### src/rtl/hazard_stall_ctrl_pkg.sv
// Shared constants for the hazard/stall controller: forwarding-select codes and default field widths.
// Optional feature macro used by this block: HAZ_STALL_CNT_EN (stall-cycle counter).
package hazard_stall_ctrl_pkg;

    localparam int REG_W_DEF  = 5;
    localparam int TNEW_W_DEF = 3;

    // Operand source selects; FWD_RF means "take the register-file read".
    typedef enum logic [1:0] {
        FWD_RF = 2'd0,
        FWD_E  = 2'd1,
        FWD_M  = 2'd2,
        FWD_W  = 2'd3
    } fwd_sel_e;

endpackage

### src/rtl/hazard_stall_ctrl_sb_stage.sv
// One scoreboard entry (hazard_sb_stage): destination, remaining Tnew and the operand addresses
// the instruction in that stage consumes. Supports bubble insertion and saturating Tnew decrement.
module hazard_sb_stage
    import hazard_stall_ctrl_pkg::*;
#(
    parameter int REG_W    = REG_W_DEF,
    parameter int TNEW_W   = TNEW_W_DEF,
    parameter bit DEC_TNEW = 1'b1
) (
    input  logic              clk_i,
    input  logic              rst_n_i,
    input  logic              bubble_i,
    input  logic [REG_W-1:0]  a3_i,
    input  logic [TNEW_W-1:0] tnew_i,
    input  logic [REG_W-1:0]  rs_a_i,
    input  logic              rs_use_i,
    input  logic [REG_W-1:0]  rt_a_i,
    input  logic              rt_use_i,
    output logic [REG_W-1:0]  a3_o,
    output logic [TNEW_W-1:0] tnew_o,
    output logic [REG_W-1:0]  rs_a_o,
    output logic              rs_use_o,
    output logic [REG_W-1:0]  rt_a_o,
    output logic              rt_use_o
);

    logic [REG_W-1:0]  a3_q,   a3_d;
    logic [TNEW_W-1:0] tnew_q, tnew_d;
    logic [REG_W-1:0]  rs_a_q, rs_a_d;
    logic              rs_use_q, rs_use_d;
    logic [REG_W-1:0]  rt_a_q, rt_a_d;
    logic              rt_use_q, rt_use_d;

    function automatic logic [TNEW_W-1:0] sat_dec(input logic [TNEW_W-1:0] t);
        if (t == {TNEW_W{1'b0}}) begin
            sat_dec = {TNEW_W{1'b0}};
        end else begin
            sat_dec = t - {{(TNEW_W-1){1'b0}}, 1'b1};
        end
    endfunction

    // Next-state: a bubble clears the whole entry, otherwise capture the upstream instruction.
    always_comb begin
        a3_d     = a3_q;
        tnew_d   = tnew_q;
        rs_a_d   = rs_a_q;
        rs_use_d = rs_use_q;
        rt_a_d   = rt_a_q;
        rt_use_d = rt_use_q;
        if (bubble_i) begin
            a3_d     = {REG_W{1'b0}};
            tnew_d   = {TNEW_W{1'b0}};
            rs_a_d   = {REG_W{1'b0}};
            rs_use_d = 1'b0;
            rt_a_d   = {REG_W{1'b0}};
            rt_use_d = 1'b0;
        end else begin
            a3_d     = a3_i;
            rs_a_d   = rs_a_i;
            rs_use_d = rs_use_i;
            rt_a_d   = rt_a_i;
            rt_use_d = rt_use_i;
            if (DEC_TNEW) begin
                tnew_d = sat_dec(tnew_i);
            end else begin
                tnew_d = tnew_i;
            end
        end
    end

    // Entry register with asynchronous clear.
    always_ff @(posedge clk_i or negedge rst_n_i) begin
        if (!rst_n_i) begin
            a3_q     <= {REG_W{1'b0}};
            tnew_q   <= {TNEW_W{1'b0}};
            rs_a_q   <= {REG_W{1'b0}};
            rs_use_q <= 1'b0;
            rt_a_q   <= {REG_W{1'b0}};
            rt_use_q <= 1'b0;
        end else begin
            a3_q     <= a3_d;
            tnew_q   <= tnew_d;
            rs_a_q   <= rs_a_d;
            rs_use_q <= rs_use_d;
            rt_a_q   <= rt_a_d;
            rt_use_q <= rt_use_d;
        end
    end

    assign a3_o     = a3_q;
    assign tnew_o   = tnew_q;
    assign rs_a_o   = rs_a_q;
    assign rs_use_o = rs_use_q;
    assign rt_a_o   = rt_a_q;
    assign rt_use_o = rt_use_q;

endmodule

### src/rtl/hazard_stall_ctrl.sv
// Tuse/Tnew hazard controller: E/M/W writer scoreboard, D-stage stall/flush and forwarding selects.
// Define HAZ_STALL_CNT_EN to build the saturating stall-cycle counter; otherwise stall_cnt reads zero.
module hazard_stall_ctrl
    import hazard_stall_ctrl_pkg::*;
#(
    parameter int REG_W  = REG_W_DEF,
    parameter int TNEW_W = TNEW_W_DEF
) (
    input  logic              clk,
    input  logic              reset,
    input  logic [REG_W-1:0]  D_A1,
    input  logic              D_rs_use,
    input  logic [TNEW_W-1:0] D_rsTuse,
    input  logic [REG_W-1:0]  D_A2,
    input  logic              D_rt_use,
    input  logic [TNEW_W-1:0] D_rtTuse,
    input  logic [REG_W-1:0]  D_A3,
    input  logic [TNEW_W-1:0] D_Tnew,
    output logic              stall,
    output logic              E_flush,
    output logic [1:0]        fwd_D_rs,
    output logic [1:0]        fwd_D_rt,
    output logic [1:0]        fwd_E_rs,
    output logic [1:0]        fwd_E_rt,
    output logic [1:0]        fwd_M_rt,
    output logic [31:0]       stall_cnt
);

    logic [REG_W-1:0]  e_a3_s, m_a3_s, w_a3_s;
    logic [TNEW_W-1:0] e_tnew_s, m_tnew_s, w_tnew_s;
    logic [REG_W-1:0]  e_rs_a_s, e_rt_a_s, m_rt_a_s;
    logic              e_rs_use_s, e_rt_use_s, m_rt_use_s;
    logic [REG_W-1:0]  m_rs_a_unused_s, w_rs_a_unused_s, w_rt_a_unused_s;
    logic              m_rs_use_unused_s, w_rs_use_unused_s, w_rt_use_unused_s;
    logic              stall_s;
    logic [1:0]        fwd_d_rs_s, fwd_d_rt_s, fwd_e_rs_s, fwd_e_rt_s, fwd_m_rt_s;

    // E captures D_Tnew as-is; M and W age it by one cycle on the way in.
    hazard_sb_stage #(.REG_W(REG_W), .TNEW_W(TNEW_W), .DEC_TNEW(1'b0)) u_sb_e (
        .clk_i    (clk),        .rst_n_i  (reset),     .bubble_i (stall_s),
        .a3_i     (D_A3),       .tnew_i   (D_Tnew),
        .rs_a_i   (D_A1),       .rs_use_i (D_rs_use),
        .rt_a_i   (D_A2),       .rt_use_i (D_rt_use),
        .a3_o     (e_a3_s),     .tnew_o   (e_tnew_s),
        .rs_a_o   (e_rs_a_s),   .rs_use_o (e_rs_use_s),
        .rt_a_o   (e_rt_a_s),   .rt_use_o (e_rt_use_s)
    );

    hazard_sb_stage #(.REG_W(REG_W), .TNEW_W(TNEW_W), .DEC_TNEW(1'b1)) u_sb_m (
        .clk_i    (clk),        .rst_n_i  (reset),     .bubble_i (1'b0),
        .a3_i     (e_a3_s),     .tnew_i   (e_tnew_s),
        .rs_a_i   ({REG_W{1'b0}}), .rs_use_i (1'b0),
        .rt_a_i   (e_rt_a_s),   .rt_use_i (e_rt_use_s),
        .a3_o     (m_a3_s),     .tnew_o   (m_tnew_s),
        .rs_a_o   (m_rs_a_unused_s), .rs_use_o (m_rs_use_unused_s),
        .rt_a_o   (m_rt_a_s),   .rt_use_o (m_rt_use_s)
    );

    hazard_sb_stage #(.REG_W(REG_W), .TNEW_W(TNEW_W), .DEC_TNEW(1'b1)) u_sb_w (
        .clk_i    (clk),        .rst_n_i  (reset),     .bubble_i (1'b0),
        .a3_i     (m_a3_s),     .tnew_i   (m_tnew_s),
        .rs_a_i   ({REG_W{1'b0}}), .rs_use_i (1'b0),
        .rt_a_i   ({REG_W{1'b0}}), .rt_use_i (1'b0),
        .a3_o     (w_a3_s),     .tnew_o   (w_tnew_s),
        .rs_a_o   (w_rs_a_unused_s), .rs_use_o (w_rs_use_unused_s),
        .rt_a_o   (w_rt_a_unused_s), .rt_use_o (w_rt_use_unused_s)
    );

    logic unused_s;
    assign unused_s = ^{m_rs_a_unused_s, m_rs_use_unused_s, w_rs_a_unused_s,
                        w_rs_use_unused_s, w_rt_a_unused_s, w_rt_use_unused_s};

    function automatic logic addr_match(input logic [REG_W-1:0] x, input logic [REG_W-1:0] a3);
        addr_match = (x != {REG_W{1'b0}}) && (x == a3);
    endfunction

    function automatic logic needs_stall(input logic use_i, input logic [REG_W-1:0] addr,
                                         input logic [TNEW_W-1:0] tuse,
                                         input logic [REG_W-1:0] a3, input logic [TNEW_W-1:0] tnew);
        needs_stall = use_i && addr_match(addr, a3) && (tuse < tnew);
    endfunction

    // Youngest matching enabled stage decides; a not-yet-ready match shadows older stages.
    function automatic logic [1:0] fwd_pick(
        input logic use_i, input logic [REG_W-1:0] addr,
        input logic e_en, input logic [REG_W-1:0] e_a3, input logic [TNEW_W-1:0] e_t,
        input logic m_en, input logic [REG_W-1:0] m_a3, input logic [TNEW_W-1:0] m_t,
        input logic [REG_W-1:0] w_a3, input logic [TNEW_W-1:0] w_t);
        logic [1:0] sel;
        sel = FWD_RF;
        if (!use_i) begin
            sel = FWD_RF;
        end else if (e_en && addr_match(addr, e_a3)) begin
            sel = (e_t == {TNEW_W{1'b0}}) ? FWD_E : FWD_RF;
        end else if (m_en && addr_match(addr, m_a3)) begin
            sel = (m_t == {TNEW_W{1'b0}}) ? FWD_M : FWD_RF;
        end else if (addr_match(addr, w_a3)) begin
            sel = (w_t == {TNEW_W{1'b0}}) ? FWD_W : FWD_RF;
        end else begin
            sel = FWD_RF;
        end
        fwd_pick = sel;
    endfunction

    // Stall detection and forwarding selects, purely combinational from D inputs and scoreboard.
    always_comb begin
        stall_s = needs_stall(D_rs_use, D_A1, D_rsTuse, e_a3_s, e_tnew_s)
                | needs_stall(D_rs_use, D_A1, D_rsTuse, m_a3_s, m_tnew_s)
                | needs_stall(D_rt_use, D_A2, D_rtTuse, e_a3_s, e_tnew_s)
                | needs_stall(D_rt_use, D_A2, D_rtTuse, m_a3_s, m_tnew_s);
        fwd_d_rs_s = fwd_pick(D_rs_use, D_A1, 1'b1, e_a3_s, e_tnew_s, 1'b1, m_a3_s, m_tnew_s,
                              w_a3_s, w_tnew_s);
        fwd_d_rt_s = fwd_pick(D_rt_use, D_A2, 1'b1, e_a3_s, e_tnew_s, 1'b1, m_a3_s, m_tnew_s,
                              w_a3_s, w_tnew_s);
        fwd_e_rs_s = fwd_pick(e_rs_use_s, e_rs_a_s, 1'b0, e_a3_s, e_tnew_s, 1'b1, m_a3_s, m_tnew_s,
                              w_a3_s, w_tnew_s);
        fwd_e_rt_s = fwd_pick(e_rt_use_s, e_rt_a_s, 1'b0, e_a3_s, e_tnew_s, 1'b1, m_a3_s, m_tnew_s,
                              w_a3_s, w_tnew_s);
        fwd_m_rt_s = fwd_pick(m_rt_use_s, m_rt_a_s, 1'b0, e_a3_s, e_tnew_s, 1'b0, m_a3_s, m_tnew_s,
                              w_a3_s, w_tnew_s);
    end

    assign stall    = stall_s;
    assign E_flush  = stall_s;
    assign fwd_D_rs = fwd_d_rs_s;
    assign fwd_D_rt = fwd_d_rt_s;
    assign fwd_E_rs = fwd_e_rs_s;
    assign fwd_E_rt = fwd_e_rt_s;
    assign fwd_M_rt = fwd_m_rt_s;

`ifdef HAZ_STALL_CNT_EN
    logic [31:0] stall_cnt_q, stall_cnt_d;

    // Saturating count of clock edges seen while stalled.
    always_comb begin
        stall_cnt_d = stall_cnt_q;
        if (stall_s && (stall_cnt_q != 32'hFFFF_FFFF)) begin
            stall_cnt_d = stall_cnt_q + 32'd1;
        end else begin
            stall_cnt_d = stall_cnt_q;
        end
    end

    // Counter register, cleared asynchronously with the scoreboard.
    always_ff @(posedge clk or negedge reset) begin
        if (!reset) begin
            stall_cnt_q <= 32'd0;
        end else begin
            stall_cnt_q <= stall_cnt_d;
        end
    end

    assign stall_cnt = stall_cnt_q;
`else
    assign stall_cnt = 32'd0;
`endif

endmodule

### config.mk
export PLATFORM = sky130hd
export DESIGN_NAME = hazard_stall_ctrl
export DESIGN_NICKNAME = d
export VERILOG_FILES = /design/src/rtl/hazard_stall_ctrl_pkg.sv /design/src/rtl/hazard_stall_ctrl_sb_stage.sv /design/src/rtl/hazard_stall_ctrl.sv
export SDC_FILE = /design/constraint.sdc
export NUM_CORES = 1
export LEC_CHECK = 0
export CORE_ASPECT_RATIO = 0.8
export CORE_MARGIN = 1
export CORE_UTILIZATION = 35
export CTS_CLUSTER_SIZE = 28
export DETAILED_ROUTE_END_ITERATION = 7
export GPL_TIMING_DRIVEN = 0
export MAX_ROUTING_LAYER = met4
export SETUP_SLACK_MARGIN = 0.15
export SLEW_MARGIN = 40
export SYNTH_ARGS = -nofsm -noshare
export SYNTH_HDL_FRONTEND = slang
export SYNTH_HIERARCHICAL = 1
export SYNTH_SLANG_ARGS = --single-unit
### constraint.sdc
create_clock -name clk -period 5.9 [get_ports clk]
set_clock_uncertainty 0.15 [all_clocks]
set_input_delay 1.18 -clock clk [delete_from_list [all_inputs] [get_ports clk]]
set_output_delay 1.18 -clock clk [all_outputs]
set_load 0.05 [all_outputs]
==> results of run 1 <==
-- final cells by class --
class / count / area share (%)
multi-input cells: 224 / 43.9
flip-flops and latches: 42 / 29.4
repair buffers: 39 / 10.8
plain buffers: 46 / 8.98
well taps: 108 / 3.77
clock buffers: 6 / 2.31
inverters: 8 / 0.839
-- routing by layer --
metal	share of wire, %	GRT usage [%]	vias up
met3	5.8	3.62	4
met4	0.56	2.54	0
li1	-	-	1024
met2	48	26.6	59
met5	0	-	-
met1	46	19.5	935
-- worst register-to-register path: stages, from the launching register on --
cell     delay [ns]
dfrtp_1        0.44
inv_1          0.09
ha_1           0.27
o21ai_0        0.08
nor2_1         0.11
nor4_1         0.06
or4_1          0.58
buf_6          0.22
nor2b_2        0.12
-- stage by stage --
step                      util (%)  std cells  hold slack (ns)
after floorplan                  -        320            0.312
after global placement        44.3        467            0.339
after detailed placement      44.2        467            0.340
after CTS                     45.3        473            0.355
after global routing          45.3        473            0.382
final                         45.3        473            0.351
-- state kept, by name (all words and copies together), names as in the netlist, 3 cells and up --
register,count
u_sb_w/a3_o,5
u_sb_m/a3_o,5
u_sb_e/rt_a_o,5
u_sb_w/tnew_o,3
u_sb_e/a3_o,5
u_sb_m/tnew_o,3
u_sb_e/tnew_o,3
u_sb_m/rt_a_o,5
u_sb_e/rs_a_o,5
-- cells in the final DEF (no fill, tap or decap), types with 3 or more instances in the layout --
cell / instances
nand2_1: 7
nor3_1: 11
nand3b_1: 4
nor2b_1: 18
nor4_1: 9
conb_1: 36
clkbuf_1: 5
nor2b_4: 4
ha_1: 12
clkdlybuf4s50_1: 38
inv_1: 8
nor2b_2: 16
xor2_1: 27
buf_2: 5
buf_4: 35
nor2_1: 9
or4_1: 3
xnor2_1: 27
nand3_1: 14
o21ai_0: 4
dfrtp_1: 42
a21oi_1: 3
clkbuf_8: 6
nor3b_1: 3
-- worst paths after layout --
kind | startpoint | to | slack (ns) | depth (start not counted)
setup / recovery | D_A2[3] | stall | 0.73 | 8
hold / removal | u_sb_m/a3_o[3] | u_sb_w/a3_o[3] | 0.35 | 1
setup reg to reg | u_sb_m/tnew_o[1] | u_sb_e/rs_use_o | 3.72 | 8
hold reg to reg | u_sb_m/a3_o[3] | u_sb_w/a3_o[3] | 0.35 | 1
max in group asynchronous | reset | u_sb_w/tnew_o[0] | 4.53 | 1
min in group asynchronous | reset | u_sb_e/rt_a_o[1] | 0.71 | 1
-- power by group --
group	internal [mW]	switching (mW)
Sequential	0.306	0.0209
Clock	0.0902	0.0889
Combinational	0.0868	0.120
Total	0.483	0.229
==> results.ini, run 1 <==
[sta]
period_needed_ns = 5.17
fin_crit_sh_pct = 87.7
drv_slew = 0
finalSetupTns_ns = 0
setup_violations = 0
worst_pin_slew_ns = 0.810
hold_viol_final = 0
fmax_ghz = 0.193
slew_headroom_pct = 45.6
rsz0062_at_grt = false
fin_ws_ns = 0.726

[clock_tree]
clock-sinks = 42
cts_tree = built
cts_buffers = 5
cts.reportedPaths.clkPinSlew_ns = 0.07
clock_latency_ns = 0.29
cts_root_buf = clkbuf_8
htree_levels = 2
cts_hold_buf = 0
clk_path_buf_depth = 2
ctsResizeCount = 0
cts_setup_buffers = 0

[worst_setup_path]
slowest_delay_ns = 0.78
cp.required_ns = 4.57
crit_path_start_kind = input pin
path_buf_inv = 3
crit_type = input pin to output port
endpoint_kind = output port
crit_path_max_fanout = 5
slowest_stage = clkdlybuf4s50_1
path_common_cell = clkdlybuf4s50_1
arrival_ns = 3.84
crit_chain = clkdlybuf4s50_1 -> xor2_1 -> nor3_1 -> nand3_1 -> nor4_1 -> or4_1 -> buf_4 -> clkdlybuf4s50_1
cp_top_family = buffers and inverters

[pwr]
peakVddDrop_v = 0.000104
leakagePower_nw = 1.65
power.total_mw = 0.712
powerDensity_nw_per_um2 = 199

[job]
drv_cap = 0

[placed_design]
pre_cts_slack_ns = 0.728
post-dp-hpwl_um = 4820
io_buffers = 39
gp_congestion = 0.837
placed_area_sq_um = 3500

[synth]
syn_inst = 285
syn_area_sq_um = 2840
syn_area_per_cell_sq_um = 9.98
yosys_warnings = 6

[die]
core_sq_um = 7910
die_y_um = 82.6
num_rows = 29
die_area_sq_um = 8490
fp.dieW_um = 103
io_pins = 72
start_util_pct = 36.0

[finish]
diodes = 0
drive_gt1_share_pct = 21.4
regArea_sq_um = 1050
multiInputGateArea_sq_um = 1570
num-fill-cells = 794
final_cell_area_sq_um = 3580
area_delta_synth_final_pct = 25.9
final_nets = 406

[detailed_routing]
vias_per_cell = 4.27
route.detailed.drc = 0
wl_um = 6030
wl_per_cell_um = 12.8
vias = 2022
postRouteAntennaNets = 0
dr.pass1.iters = 4
drt_iter0_drc = 92

[global_routing]
grt_pass1_wl_um = 9520
grt-ovfl-total = 0
antenna_found_initial = 0
grt_start_max_net_pins = 43
grt_usage_pct = 15.7
grt_pass1_vias = 1926

[hold_path]
hp-class = register to register

[status]
status = complete, no violations

Note: power is estimated with default switching activity, not from simulation.
==> run 2: changes to the inputs <==
--- a/config.mk
+++ b/config.mk
@@ -8,12 +8,13 @@
 export CORE_ASPECT_RATIO = 0.8
 export CORE_MARGIN = 1
 export CORE_UTILIZATION = 35
+export CTS_CLUSTER_DIAMETER = 60
 export CTS_CLUSTER_SIZE = 28
 export DETAILED_ROUTE_END_ITERATION = 7
 export GPL_TIMING_DRIVEN = 0
 export MAX_ROUTING_LAYER = met4
 export SETUP_SLACK_MARGIN = 0.15
-export SLEW_MARGIN = 40
+export SLEW_MARGIN = 20
 export SYNTH_ARGS = -nofsm -noshare
 export SYNTH_HDL_FRONTEND = slang
 export SYNTH_HIERARCHICAL = 1
==> results.ini, run 2 (same netlist as run 1, synthesis figures left out) <==
[status]
status = complete, no violations

[finish]
final_nets = 407  ; +0.25%
final_cell_area_sq_um = 3600  ; +0.49%
area_delta_synth_final_pct = 26.5
diodes = 0  ; unchanged
fin_cells = 474  ; +0.21%
drive_gt1_share_pct = 21.6  ; +0.21 points
final_common_cell = dfrtp_1
final_cell_mix = dfrtp_1 (42), clkdlybuf4s50_1 (38), conb_1 (36), buf_4 (34)
num-fill-cells = 797  ; +0.38%

[die]
io_pins = 72  ; unchanged
die_area_sq_um = 8490  ; unchanged
die_y_um = 82.6  ; unchanged
core_sq_um = 7910  ; unchanged
num_rows = 29  ; unchanged
start_util_pct = 36.0  ; unchanged
fp.dieW_um = 103  ; unchanged

[detailed_routing]
wl_per_cell_um = 12.5  ; -2.0%
drt_iter0_drc = 79  ; -14%
postRouteAntennaNets = 0  ; unchanged
vias_per_cell = 4.30  ; +0.48%
vias = 2036  ; +0.69%
dr.pass1.iters = 4  ; unchanged
route.detailed.drc = 0  ; unchanged
wl_um = 5920  ; -1.8%

[sta]
hold_viol_final = 0  ; unchanged
setup_violations = 0  ; unchanged
rsz0062_at_grt = false
worst_pin_slew_ns = 0.848  ; +0.0375 ns
fin_crit_sh_pct = 87.7  ; about the same
finalSetupTns_ns = 0  ; unchanged
drv_slew = 0  ; unchanged
period_needed_ns = 5.18  ; +0.00237 ns
fmax_ghz = 0.193  ; about the same
slew_headroom_pct = 43.0  ; -2.5 points
fin_ws_ns = 0.723  ; -0.00237 ns

[pwr]
powerDensity_nw_per_um2 = 197  ; -0.86%
leakagePower_nw = 1.66  ; +0.52%
peakVddDrop_v = 0.000135  ; +29%
power.total_mw = 0.709  ; -0.38%

[clock_tree]
clock_latency_ns = 0.28  ; about the same
ctsResizeCount = 0  ; unchanged
cts_setup_buffers = 0  ; unchanged
clk_path_buf_depth = 2  ; unchanged
cts_buffers = 5  ; unchanged
cts.reportedPaths.clkPinSlew_ns = 0.07  ; about the same
clock-sinks = 42  ; unchanged
htree_levels = 2  ; unchanged
cts_hold_buf = 0  ; unchanged
cts_root_buf = clkbuf_8
cts_tree = built

[worst_setup_path]
crit_chain = clkdlybuf4s50_1 -> xor2_1 -> nor3_1 -> nand3_1 -> nor4_1 -> or4_1 -> buf_4 -> clkdlybuf4s50_1
timing.rr.end = u_sb_e/rt_a_o[2]
crit_type = input pin to output port
endpoint_kind = output port
cp_top_family = buffers and inverters
path_buf_inv = 3  ; unchanged
slowest_stage = clkdlybuf4s50_1
reg2reg_from = u_sb_m/tnew_o[2]
arrival_ns = 3.85  ; about the same
path_common_cell = clkdlybuf4s50_1
crit_path_start_kind = input pin
worst_r2r_path_depth = 8  ; unchanged
crit_path_max_fanout = 5  ; unchanged
r2r_setup_slack_ns = 3.67  ; -0.05 ns
cp.required_ns = 4.57  ; about the same
slowest_delay_ns = 0.78  ; about the same

[placed_design]
io_buffers = 39  ; unchanged
post-dp-hpwl_um = 4880  ; +1.2%
gp_congestion = 0.837  ; unchanged
pre_cts_slack_ns = 0.737  ; +0.00821 ns
placed_cells = 468  ; +0.21%
placed_area_sq_um = 3520  ; +0.50%

[global_routing]
antenna_found_initial = 0  ; unchanged
grt_pass1_wl_um = 9490  ; -0.29%
grt_pass1_vias = 1921  ; -0.26%
grt_usage_pct = 15.6  ; -0.12 points
grt_start_max_net_pins = 30  ; -30%
grt-ovfl-total = 0  ; unchanged

[hold_path]
hp-class = register to register
whs_path_depth = 1  ; unchanged
holdPathEnd = u_sb_w/a3_o[3]
hold_start = u_sb_m/a3_o[3]

[job]
drv_cap = 0  ; unchanged

run 2: changes by cell type in the layout (fill, tap and decap cells not counted), sizes merged:
cell / change
buf: +1
run 2: cell type report:
| cell class | count | area (sq um) | area share [%] |
|---|---|---|---|
| buffer | 46 | 322 | 8.94 |
| timing repair buffer | 40 | 405 | 11.3 |
| tap | 108 | 135 | 3.76 |
| inverter | 8 | 30.0 | 0.834 |
| sequential | 42 | 1050 | 29.2 |
| multi-input combinational | 224 | 1570 | 43.7 |
| clock buffer | 6 | 82.6 | 2.29 |
run 2: metal layers:
metal	GRT usage, %	vias up	wire [um]
met1	19.7	945	2840
met3	2.53	5	228
met2	26.3	51	2810
met5	-	-	0
met4	3.38	0	43
li1	-	1035	-
run 2: where the power goes:
group          switching (mW)  total, mW  internal [mW]  leakage [nW]
Combinational           0.120      0.208         0.0880          1.09
Sequential             0.0207      0.327          0.306         0.524
Clock                  0.0844      0.174         0.0901        0.0431
Total                   0.225      0.709          0.484          1.66
run 2: how the worst max path moves through the flow:
stage                         startpoint           to  slack, ns  cells after the start
after detailed placement         D_A2[3]        stall       0.74                      8
after floorplan           u_sb_w/a3_o[0]  fwd_M_rt[1]       1.72                      6
after CTS                        D_A2[3]        stall       0.74                      8
after global routing             D_A2[3]        stall       0.56                      8
after global placement           D_A2[3]        stall       0.74                      8
final                            D_A2[3]        stall       0.72                      8
run 2: through the flow:
step | hold slack [ns] | utilization, %
6_report | 0.353 | 45.5
5_1_grt | 0.382 | 45.5
4_1_cts | 0.355 | 45.5
3_5_place_dp | 0.340 | 44.4
3_3_place_gp | 0.339 | 44.3
2_1_floorplan | 0.312 | -
